--- src/rtl/seg7_scan.sv ---
// Time-multiplexed 7-segment scanner: shadow-buffered hex digits, per-slot
// blanking guard, registered active-low anode/segment/dp drive.
module seg7_scan #(
    parameter int DIGITS        = 4,
    parameter int REFRESH_MAX   = 65535,
    parameter int REFRESH_WIDTH = 16,
    parameter int GUARD         = 256
) (
    input  logic                                     clk,
    input  logic                                     reset,
    input  logic                                     enable,
    input  logic                                     load,
    input  logic [4*DIGITS-1:0]                      value,
    input  logic [DIGITS-1:0]                        dp_in,
    input  logic [DIGITS-1:0]                        blank_in,
    output logic [DIGITS-1:0]                        an,
    output logic [6:0]                               seg,
    output logic                                     dp,
    output logic [((DIGITS>1)?$clog2(DIGITS):1)-1:0] digit_idx,
    output logic                                     frame_done
);

    localparam int IW = (DIGITS > 1) ? $clog2(DIGITS) : 1;

    typedef enum logic {BLANK, DRIVE} state_t;

    state_t                   state_q, state_d;
    logic [REFRESH_WIDTH-1:0] cnt, cnt_d;
    logic [IW-1:0]            idx_d;
    logic [4*DIGITS-1:0]      sh_val;
    logic [DIGITS-1:0]        sh_dp;
    logic [DIGITS-1:0]        sh_blank;
    logic [DIGITS-1:0]        an_d;
    logic [6:0]               seg_d;
    logic                     dp_d;
    logic                     fd_d;
    logic [3:0]               nib;
    logic [6:0]               dec;
    logic                     slot_end;

    always_comb begin
        nib = sh_val[4*int'(digit_idx) +: 4];
        case (nib)
            4'h0: dec = 7'h40;
            4'h1: dec = 7'h79;
            4'h2: dec = 7'h24;
            4'h3: dec = 7'h30;
            4'h4: dec = 7'h19;
            4'h5: dec = 7'h12;
            4'h6: dec = 7'h02;
            4'h7: dec = 7'h78;
            4'h8: dec = 7'h00;
            4'h9: dec = 7'h10;
            4'hA: dec = 7'h08;
            4'hB: dec = 7'h03;
            4'hC: dec = 7'h46;
            4'hD: dec = 7'h21;
            4'hE: dec = 7'h06;
            default: dec = 7'h0E;
        endcase
    end

    // State is decided from the current count; the registered outputs then
    // carry that decision, giving the one-cycle drive latency.
    always_comb begin
        state_d  = (cnt < REFRESH_WIDTH'(GUARD)) ? BLANK : DRIVE;
        slot_end = (cnt == REFRESH_WIDTH'(REFRESH_MAX));
        cnt_d    = cnt;
        idx_d    = digit_idx;
        fd_d     = 1'b0;
        an_d     = '1;
        seg_d    = 7'h7F;
        dp_d     = 1'b1;
        if (enable) begin
            cnt_d = slot_end ? '0 : cnt + 1'b1;
            if (slot_end) begin
                idx_d = (digit_idx == IW'(DIGITS-1)) ? '0 : digit_idx + 1'b1;
                fd_d  = (digit_idx == IW'(DIGITS-1));
            end
            if (state_d == DRIVE && !sh_blank[digit_idx]) begin
                an_d  = ~(DIGITS'(1) << digit_idx);
                seg_d = dec;
                dp_d  = ~sh_dp[digit_idx];
            end
        end
    end

    always_ff @(posedge clk or negedge reset) begin
        if (!reset) begin
            state_q    <= BLANK;
            cnt        <= '0;
            digit_idx  <= '0;
            sh_val     <= '0;
            sh_dp      <= '0;
            sh_blank   <= '0;
            an         <= '1;
            seg        <= 7'h7F;
            dp         <= 1'b1;
            frame_done <= 1'b0;
        end else begin
            state_q    <= state_d;
            cnt        <= cnt_d;
            digit_idx  <= idx_d;
            an         <= an_d;
            seg        <= seg_d;
            dp         <= dp_d;
            frame_done <= fd_d;
            if (load) begin
                sh_val   <= value;
                sh_dp    <= dp_in;
                sh_blank <= blank_in;
            end
        end
    end

endmodule

--- config.mk ---
export PLATFORM = sky130hd
export DESIGN_NAME = seg7_scan
export DESIGN_NICKNAME = d
export VERILOG_FILES = /design/src/rtl/seg7_scan.sv
export SDC_FILE = /design/constraint.sdc
export NUM_CORES = 1
export LEC_CHECK = 0
export BUFFER_PORTS_ARGS = -buffer_cell sky130_fd_sc_hd__buf_2
export CAP_MARGIN = 20
export CORE_AREA = 2 2 70 72
export CTS_CLUSTER_SIZE = 10
export DETAILED_ROUTE_END_ITERATION = 12
export DIE_AREA = 0 0 72 74
export GPL_TIMING_DRIVEN = 0
export PLACE_DENSITY = 0.91
export SLEW_MARGIN = 0
export SYNTH_ARGS = -nofsm -noshare
export SYNTH_HDL_FRONTEND = slang
export SYNTH_SLANG_ARGS = --single-unit
--- constraint.sdc ---
create_clock -name clk -period 4.5 [get_ports clk]
set_input_delay 0.45 -clock clk [delete_from_list [all_inputs] [get_ports clk]]
set_output_delay 0.45 -clock clk [all_outputs]
set_load 0.01 [all_outputs]
==> results.tsv, run 1 <==
stage	metric	value	unit
outcome	status	completed	
timing	fmax	0.4753	GHz
power	worst vdd ir	0.0002044	V
worst_setup_path	CP endpoint kind	flip-flop	
synth	Netlist Area Pre-Place	2691	µm²
worst_setup_path	FF-to-FF End	seg[0]	
cells_and_area	post-route insts no fill	313	
global_routing	number of global-route vias before repair	1755	
routing	wire per inst	16.09	µm
routing	TritonRoute pass-1 iters	4	
worst_setup_path	critical path's slowest cell	mux4_2	
global_routing	first-pass GRT wire length	8535	µm
clock_network	clk buf depth	2	
synth	yosys warns	0	
worst_hold_path	worst hold path class	in -> async	
floorplan	Ports	43	
synth	Avg Inst Size Synth	12.82	µm²
global_routing	Tot GR Track Use	21.22	%
cells_and_area	Post-Layout Inst Area	3069	µm²
synth	Mapped Nets	249	
synth	post-synthesis sequential area ratio	51.70	%
clock_network	Post-CTS Setup Inserts	0	
place	Port Buf Inserts	40	
floorplan	Rows	25	
synth	area leader, netlist	dfrtp_1	
worst_setup_path	Crit Path Class	reg -> reg	
routing	routed vias	1772	
clock_network	H-tree depth	2	
worst_setup_path	crit path cell chain	buf_6 > mux4_2 > inv_1 > ha_1 > nor2_1 > o31ai_1	
global_routing	Congestion Overflow GR	0	
power	P_leak	1.362	nW
worst_setup_path	Worst path max stage delay	0.60	ns
worst_setup_path	r2r worst-path depth	6	
timing	Slew Viols, Final	0	
synth	flip-flop and latch count after synthesis	55	
clock_network	Clock transition at path regs	0.10	ns
timing	slew margin rel.	63.42	%
clock_network	CTS sink cnt	55	
clock_network	Post-CTS Resized	0	
routing	1st-iter DRT viols	193	
worst_setup_path	flop2flop setup slack	2.40	ns
cells_and_area	area grow syn2layout	14.04	%
place	Final GP Congestion	0.8818	
worst_setup_path	worst path arrival time	2.31	ns
global_routing	largest net degree at the start of global routing	43	
cells_and_area	# diodes	0	
worst_setup_path	startpoint types	flip-flop	
routing	routed wire length	5036	µm
synth	top post-synthesis cells by area	dfrtp_1 (40%), dfstp_2 (12%), mux2_2 (10%)	
place	post-detail-place hpwl	3658	µm
synth	Mapped Cells	210	
cells_and_area	fraction of layout cells with a size suffix above 1	40.93	%
worst_setup_path	worst path bufs/invs	2	
job	max cap viols	0	
place	dpl cell area	2979	µm²
worst_setup_path	reg2reg start	digit_idx[0]	
timing	Worst Tran Pin Value	0.5487	ns
routing	Remaining DRCs	0	
routing	Antenna Nets Post-Route	0	
cells_and_area	# nets final	297	
worst_setup_path	Critical path origin	digit_idx[0]	
synth	top cell type's share of synthesized area	39.98	%
timing	RSZ-0062 raised after global routing	no	
place	DP Cell Count	305	
timing	final worst-path cycle share	46.75	%
floorplan	Die Wd	72	µm
clock_network	cts bufs inserted	5	
timing	Hold Violations, Final	0	
clock_network	root buffer cell	clkbuf_8	
timing	Fin Setup TNS	0	ns
floorplan	Die Height	74	µm
routing	Vias/cell	5.661	
clock_network	CTS tree	done	
floorplan	die area	5328	µm²
timing	Final setup viols	0	
worst_setup_path	CP max FO	9	
worst_setup_path	Top Family by Delay on Critical Path	multiplexers	
power	Design Power	1.044	mW
worst_setup_path	CP Data Required Time	4.70	ns
clock_network	hold buffers post-CTS	0	
floorplan	core area	4598	µm²
timing	Setup Skew	0.01086	ns
synth	number of distinct library cells after synthesis	41	
global_routing	antenna violations before repair	0	
power	Power Dens Cells	340.2	nW/µm²
timing	Tmin final	2.104	ns
clock_network	clk_lat worst skew	0.31	ns
floorplan	Initial Util	58.53	%
## worst max-delay path by stage
stage	to	slack [ns]	depth (start not counted)
floorplan	seg[4]	2.61	6
global placement	seg[0]	2.48	6
detailed placement	seg[0]	2.44	6
CTS	seg[0]	2.40	6
global route	seg[0]	2.25	6
finish	seg[0]	2.40	6
## report_power, final
| group | switching [mW] | total [mW] | internal (mW) |
|---|---|---|---|
| sequential | 0.0472 | 0.598 | 0.551 |
| combinational | 0.0821 | 0.169 | 0.0868 |
| clock | 0.153 | 0.277 | 0.124 |
| total | 0.283 | 1.04 | 0.761 |
## state kept, by name, indices dropped and copies added, names as in the netlist
register    cells
digit_idx       2
sh_val         16
seg             7
sh_blank        4
dp              1
an              4
frame_done      1
sh_dp           4
cnt            16
## worst register-to-register path, stage by stage (launching register included)
cell and delay, ns:
dfrtp_1 0.44, buf_6 0.19, mux4_2 0.60, inv_1 0.17, ha_1 0.26, nor2_1 0.07, o31ai_1 0.26
## placed cells by master (no fill, tap or decap), drive strengths merged, types with 2 or more instances in the layout
| cell type | count |
|---|---|
| and2 | 2 |
| buf | 47 |
| nand4 | 7 |
| dfrtp | 43 |
| or4 | 2 |
| mux2 | 27 |
| nor2 | 13 |
| o21a | 2 |
| ha | 11 |
| nand3 | 5 |
| or2 | 2 |
| clkbuf | 10 |
| inv | 7 |
| o21ai | 6 |
| nor3 | 4 |
| dfstp | 12 |
| nor3b | 2 |
| xnor2 | 11 |
| o211ai | 4 |
| mux4 | 7 |
| xor2 | 6 |
| nand2 | 17 |
## logic make-up (layout without fill, tap and decap cells)
logic type | Yosys count | after routing | share of synthesized area (%)
AO/OA/AOI/OAI | 18 | 18 | 4.602
XOR/XNOR | 17 | 17 | 5.532
adder cells (fa/ha/maj) | 11 | 11 | 5.114
buffers and inverters | 16 | 65 | 2.975
flip-flops | 55 | 55 | 51.70
multiplexers | 34 | 34 | 17.57
AND/OR/NAND/NOR | 59 | 59 | 12.51
## layer usage
metal / global-route usage, % / vias up / wire [µm]
met5: 3.704 / - / 0
met4: 8.595 / 0 / 85
met3: 3.388 / 10 / 202
met2: 33.13 / 50 / 2485
met1: 29.89 / 878 / 2262
li1: - / 834 / -
## per-stage QoR
step	setup WS, ns	util (%)	hold WS [ns]
final	2.396	66.75	0.02818
after global routing	2.250	66.75	0.04177
after floorplan	2.612	-	0.1544
after detailed placement	2.440	64.79	0.3693
after CTS	2.405	66.75	0.03767
after global placement	2.481	64.35	0.4767
## Yosys cell counts, drive strengths merged
cell,n
mux4,7
xor2,6
nor3b,2
o31ai,1
dfstp,12
o221ai,1
nor4,1
or4,2
ha,11
nand3b,1
clkbuf,3
mux2,27
or2,2
nor2,13
o21ai,6
nand3,5
xnor2,11
o22ai,1
a21oi,1
inv,7
o21a,2
o211ai,4
and3,1
nand2b,1
and4,1
o311ai,1
dfrtp,43
nand2,17
nor3,4
a211oi,1
buf,6
nand4,7
and2,2
## cell type report
type	instances	area, µm²
Fill cell	335	1529
Clock buffer	7	86.33
Inverter	7	26.28
Sequential cell	55	1391
Buffer	9	53.80
Tap cell	54	67.56
Multi-Input combinational cell	139	1220
Timing Repair Buffer	41	220.2
Clock inverter	1	3.754
(Power assumes the default switching activity.)
==> run 2: changes to the inputs <==
--- a/config.mk
+++ b/config.mk
@@ -7,12 +7,12 @@
 export LEC_CHECK = 0
 export BUFFER_PORTS_ARGS = -buffer_cell sky130_fd_sc_hd__buf_2
 export CAP_MARGIN = 20
-export CORE_AREA = 2 2 70 72
+export CORE_AREA = 2 2 73 75
 export CTS_CLUSTER_SIZE = 10
 export DETAILED_ROUTE_END_ITERATION = 12
-export DIE_AREA = 0 0 72 74
+export DIE_AREA = 0 0 75 77
 export GPL_TIMING_DRIVEN = 0
-export PLACE_DENSITY = 0.91
+export PLACE_DENSITY = 0.85
 export SLEW_MARGIN = 0
 export SYNTH_ARGS = -nofsm -noshare
 export SYNTH_HDL_FRONTEND = slang
==> constraint.sdc (replaced) <==
create_clock -name clk -period 2 [get_ports clk]
set_input_delay 0.2 -clock clk [delete_from_list [all_inputs] [get_ports clk]]
set_output_delay 0.2 -clock clk [all_outputs]
set_load 0.01 [all_outputs]
==> results.tsv, run 2 (synthesis gave the netlist of run 1 again) <==
stage	metric	value	unit
outcome	status	completed	
routing	Antenna Nets Post-Route	0	
worst_setup_path	crit path cell chain	buf_6 > mux4_2 > buf_4 > ha_1 > nor3b_1 > o31ai_2	
clock_network	clk buf depth	2	
worst_hold_path	worst hold path class	in -> reg	
global_routing	antenna violations before repair	0	
clock_network	Clock transition at path regs	0.10	ns
cells_and_area	# diodes	0	
worst_setup_path	Crit. path cell count	6	
cells_and_area	fraction of layout cells with a size suffix above 1	44.15	%
worst_setup_path	CP Data Required Time	2.23	ns
clock_network	CTS sink cnt	55	
routing	Remaining DRCs	0	
place	DP Cell Count	321	
floorplan	Initial Util	54.07	%
power	worst vdd ir	0.0004345	V
worst_setup_path	startpoint types	flip-flop	
cells_and_area	commonest non-fill, non-tap cells in the layout	buf_2 (44), dfrtp_1 (43), mux2_2 (24), nand2_1 (17), nor2_1 (13)	
cells_and_area	area grow syn2layout	17.85	%
routing	Vias/cell	5.230	
cells_and_area	post-route insts no fill	335	
worst_setup_path	flop2flop setup slack	0.06	ns
job	max cap viols	0	
worst_setup_path	Critical path origin	digit_idx[0]	
place	Final GP Congestion	0.8450	
power	Power Dens Cells	786.6	nW/µm²
cells_and_area	fin util	63.73	%
cells_and_area	Fillers	370	
floorplan	Rows	26	
timing	Slew Viols, Final	0	
timing	Worst Tran Pin Value	0.5485	ns
clock_network	cts bufs inserted	5	
worst_setup_path	Crit Path Class	reg -> reg	
floorplan	core area	4977	µm²
place	post-detail-place hpwl	3685	µm
floorplan	Ports	43	
global_routing	first-pass GRT wire length	8459	µm
worst_setup_path	CP endpoint kind	flip-flop	
worst_setup_path	Top Family by Delay on Critical Path	multiplexers	
worst_setup_path	worst path arrival time	2.17	ns
timing	slew margin rel.	63.43	%
power	P_leak	1.402	nW
worst_setup_path	r2r worst-path depth	6	
timing	Setup Skew	0.006980	ns
timing	Final setup viols	0	
worst_setup_path	worst path bufs/invs	2	
routing	1st-iter DRT viols	111	
clock_network	CTS tree	done	
timing	Hold Violations, Final	0	
cells_and_area	biggest regs	cnt (16), sh_val (16), seg (7)	
clock_network	root buffer cell	clkbuf_8	
cells_and_area	most common cell after layout, fill and taps aside	buf_2	
routing	routed wire length	5010	µm
worst_setup_path	FF-to-FF End	seg[0]	
worst_setup_path	Worst path max stage delay	0.57	ns
clock_network	clk_lat worst skew	0.31	ns
global_routing	Tot GR Track Use	19.23	%
worst_setup_path	Critical Path Sink	seg[0]	
timing	Tmin final	1.940	ns
global_routing	Congestion Overflow GR	0	
worst_setup_path	critical path's slowest cell	mux4_2	
routing	TritonRoute pass-1 iters	4	
floorplan	die area	5775	µm²
worst_setup_path	reg2reg start	digit_idx[0]	
power	Design Power	2.495	mW
global_routing	largest net degree at the start of global routing	38	
global_routing	number of global-route vias before repair	1731	
cells_and_area	# nets final	303	
routing	wire per inst	14.96	µm
floorplan	Die Wd	75	µm
routing	routed vias	1752	
timing	final worst-path cycle share	97.00	%
place	Port Buf Inserts	40	
clock_network	H-tree depth	2	
worst_setup_path	CP max FO	9	
timing	fmax	0.5155	GHz
floorplan	Die Height	77	µm
timing	Fin Setup TNS	0	ns
[run 2: changes by cell type in the layout (fill, tap and decap cells not counted), sizes merged]
cell	previous run	this run
dlygate4sd3	0	1
bufinv	0	1
clkbuf	10	9
buf	47	52
[run 2: how the worst min path moves through the flow]
stage | startpoint | end | slack [ns] | cells after the start
after CTS | value[7] | sh_val[7] | 0.10 | 2
final | value[13] | sh_val[13] | 0.12 | 2
after global placement | value[12] | sh_val[12] | 0.43 | 2
after detailed placement | reset | cnt[4] | 0.17 | 1
after global routing | value[7] | sh_val[7] | 0.11 | 2
after floorplan | reset | cnt[0] | -0.1 | 0
[run 2: layout make-up]
type                    count  area, µm²  area share (%)
repair buffers             47      267.8           8.442
clock buffers               6      82.58           2.604
clock inverters             2      35.03           1.105
well taps                  70      87.58           2.761
inverters                   7      26.28          0.8284
flip-flops and latches     55       1391           43.87
plain buffers               9      53.80           1.696
multi-input cells         139       1227           38.70
[run 2: power by group]
group	leakage, nW	switching [mW]	total (mW)	internal [mW]
clock	0.0612	0.347	0.752	0.405
combinational	0.683	0.196	0.403	0.207
sequential	0.657	0.100	1.34	1.24
[run 2: metrics by stage]
step	hold slack (ns)	instance area [µm²]	setup WS [ns]
after floorplan	-0.09559	2691	0.1115
after global placement	0.4315	2979	0.008433
after detailed placement	0.1698	2999	-0.05772
after CTS	0.1046	3137	0.02488
after global routing	0.1067	3172	-0.009607
final	0.1158	3172	0.06009
[run 2: layer usage]
layer | vias to the layer above | global-route usage (%) | share of wire, %
li1 | 845 | - | -
met1 | 848 | 28.11 | 45
met2 | 50 | 28.07 | 48
met3 | 9 | 4.731 | 5.4
met4 | 0 | 6.607 | 1.7
met5 | - | 0 | 0
[run 2: what timing repair did]
action	CTS	global route
setup buffers	1	4
setup endpoints to repair	4	3
resized for setup	1	3
endpoints found under the hold margin	11	0
hold buffers	1	0
==> run 3: changes to the inputs <==
==> constraint.sdc (replaced) <==
create_clock -name clk -period 2.2 [get_ports clk]
set_input_delay 0.22 -clock clk [delete_from_list [all_inputs] [get_ports clk]]
set_output_delay 0.22 -clock clk [all_outputs]
set_load 0.01 [all_outputs]
==> results.tsv, run 3 (synthesis gave the netlist of run 1 again) <==
stage	metric	value	unit
power	worst vdd ir	0.0003965	V
clock_network	cts bufs inserted	5	
worst_setup_path	Worst path max stage delay	0.59	ns
clock_network	Clock transition at path regs	0.10	ns
worst_setup_path	startpoint types	flip-flop	
cells_and_area	fin util	62.92	%
worst_setup_path	CP max FO	9	
cells_and_area	fraction of layout cells with a size suffix above 1	41.92	%
clock_network	CTS tree	done	
cells_and_area	Storage cell area	1391	µm²
timing	final worst-path cycle share	92.66	%
cells_and_area	footprint of the multi-input gates	1225	µm²
clock_network	Post-CTS Setup Inserts	0	
timing	RSZ-0062 raised after global routing	no	
worst_setup_path	CP Data Required Time	2.44	ns
outcome	status	completed	
timing	fmax	0.4906	GHz
routing	Vias/cell	5.303	
timing	slew margin rel.	63.43	%
global_routing	first-pass GRT wire length	8404	µm
global_routing	Congestion Overflow GR	0	
cells_and_area	commonest non-fill, non-tap cells in the layout	buf_2 (44), dfrtp_1 (43), mux2_2 (24), nand2_1 (17), nor2_1 (13)	
cells_and_area	# nets final	298	
routing	routed vias	1750	
global_routing	largest net degree at the start of global routing	38	
floorplan	die area	5775	µm²
cells_and_area	most common cell after layout, fill and taps aside	buf_2	
cells_and_area	Fillers	367	
worst_setup_path	FF-to-FF End	seg[3]	
worst_setup_path	flop2flop setup slack	0.16	ns
clock_network	clk buf depth	2	
timing	Tmin final	2.038	ns
routing	Remaining DRCs	0	
worst_setup_path	Top Family by Delay on Critical Path	multiplexers	
worst_setup_path	crit path cell chain	buf_6 > mux4_2 > inv_1 > ha_1 > or2_0 > a21oi_1 > o21ai_1	
timing	Setup Skew	0.006976	ns
global_routing	antenna violations before repair	0	
routing	Antenna Nets Post-Route	0	
timing	Worst Tran Pin Value	0.5485	ns
routing	TritonRoute pass-1 iters	5	
place	Port Buf Inserts	40	
timing	Slew Viols, Final	0	
worst_setup_path	CP endpoint kind	flip-flop	
clock_network	root buffer cell	clkbuf_8	
cells_and_area	biggest regs	cnt (16), sh_val (16), seg (7)	
worst_setup_path	r2r worst-path depth	7	
worst_hold_path	Hold Crit Start	value[13]	
worst_setup_path	critical path's slowest cell	mux4_2	
power	Power Dens Cells	719.1	nW/µm²
worst_setup_path	Crit Path Class	reg -> reg	
global_routing	number of global-route vias before repair	1715	
clock_network	CTS sink cnt	55	
clock_network	clk_lat worst skew	0.31	ns
worst_setup_path	reg2reg start	digit_idx[0]	
timing	Hold Violations, Final	0	
worst_hold_path	Worst Hold End	sh_val[13]	
routing	routed wire length	4889	µm
floorplan	Initial Util	54.07	%
floorplan	Die Wd	75	µm
clock_network	H-tree depth	2	
global_routing	Tot GR Track Use	19.06	%
place	Final GP Congestion	0.8450	
cells_and_area	area grow syn2layout	16.36	%
floorplan	Rows	26	
floorplan	Die Height	77	µm
job	max cap viols	0	
worst_hold_path	worst hold path class	in -> reg	
floorplan	core area	4977	µm²
routing	1st-iter DRT viols	78	
cells_and_area	# diodes	0	
routing	wire per inst	14.82	µm
place	post-detail-place hpwl	3685	µm
floorplan	Ports	43	
worst_setup_path	worst path arrival time	2.28	ns
timing	Final setup viols	0	
power	P_leak	1.381	nW
worst_hold_path	number of cells on the worst hold path	2	
worst_setup_path	worst path bufs/invs	2	
timing	Fin Setup TNS	0	ns
==> run 3: worst max path at each step <==
stage | slack (ns) | from | endpoint | cells past startpoint
2_1_floorplan | 0.31 | digit_idx[0] | seg[4] | 6
3_3_place_gp | 0.21 | digit_idx[0] | seg[0] | 6
3_5_place_dp | 0.14 | digit_idx[0] | seg[0] | 6
4_1_cts | 0.12 | digit_idx[0] | seg[0] | 6
5_1_grt | 0.04 | digit_idx[0] | seg[3] | 7
6_report | 0.16 | digit_idx[0] | seg[3] | 7
==> run 3: repair_timing <==
item,4_1_cts,5_1_grt
hold buffers,1,0
hold endpoints to repair,11,0
resized for setup,0,1
setup endpoints to repair,0,1
==> run 3: area by class of cell <==
class                      count  area share [%]
tap                           70           2.797
buffer                         9           1.718
timing repair buffer          42           7.351
sequential                    55           44.43
multi-input combinational    139           39.11
inverter                       7          0.8390
clock buffer                   6           2.637
clock inverter                 2           1.119
==> run 3: per-layer routing <==
metal / global-route usage (%) / part of all wire, % / up-vias
li1: - / - / 835
met1: 27.93 / 45 / 852
met2: 27.72 / 48 / 52
met3: 4.731 / 5.3 / 11
met4: 6.607 / 1.9 / 0
met5: 0 / 0 / -
==> run 3: stage by stage <==
| step | std cells | worst slack [ns] | cell area (µm²) | total power, mW | hold WS (ns) |
|---|---|---|---|---|---|
| 5_1_grt | 330 | 0.04261 | 3132 | 2.373 | 0.1267 |
| 2_1_floorplan | 210 | 0.3115 | 2691 | 1.461 | -0.07559 |
| 3_3_place_gp | 320 | 0.2084 | 2979 | 1.558 | 0.4515 |
| 4_1_cts | 330 | 0.1222 | 3127 | 2.279 | 0.1246 |
| 6_report | 330 | 0.1616 | 3132 | 2.252 | 0.1346 |
| 3_5_place_dp | 321 | 0.1423 | 2999 | 1.588 | 0.1898 |
==> run 3: power by group <==
| group | internal, mW | switching [mW] |
|---|---|---|
| Combinational | 0.179 | 0.174 |
| Clock | 0.368 | 0.313 |
| Sequential | 1.13 | 0.0912 |
==> run 3: worst reg2reg max path, stage by stage (launching register included) <==
cell	delay, ns
dfrtp_1	0.43
buf_6	0.19
mux4_2	0.60
inv_1	0.16
ha_1	0.27
or2_0	0.14
a21oi_1	0.07
o21ai_1	0.13
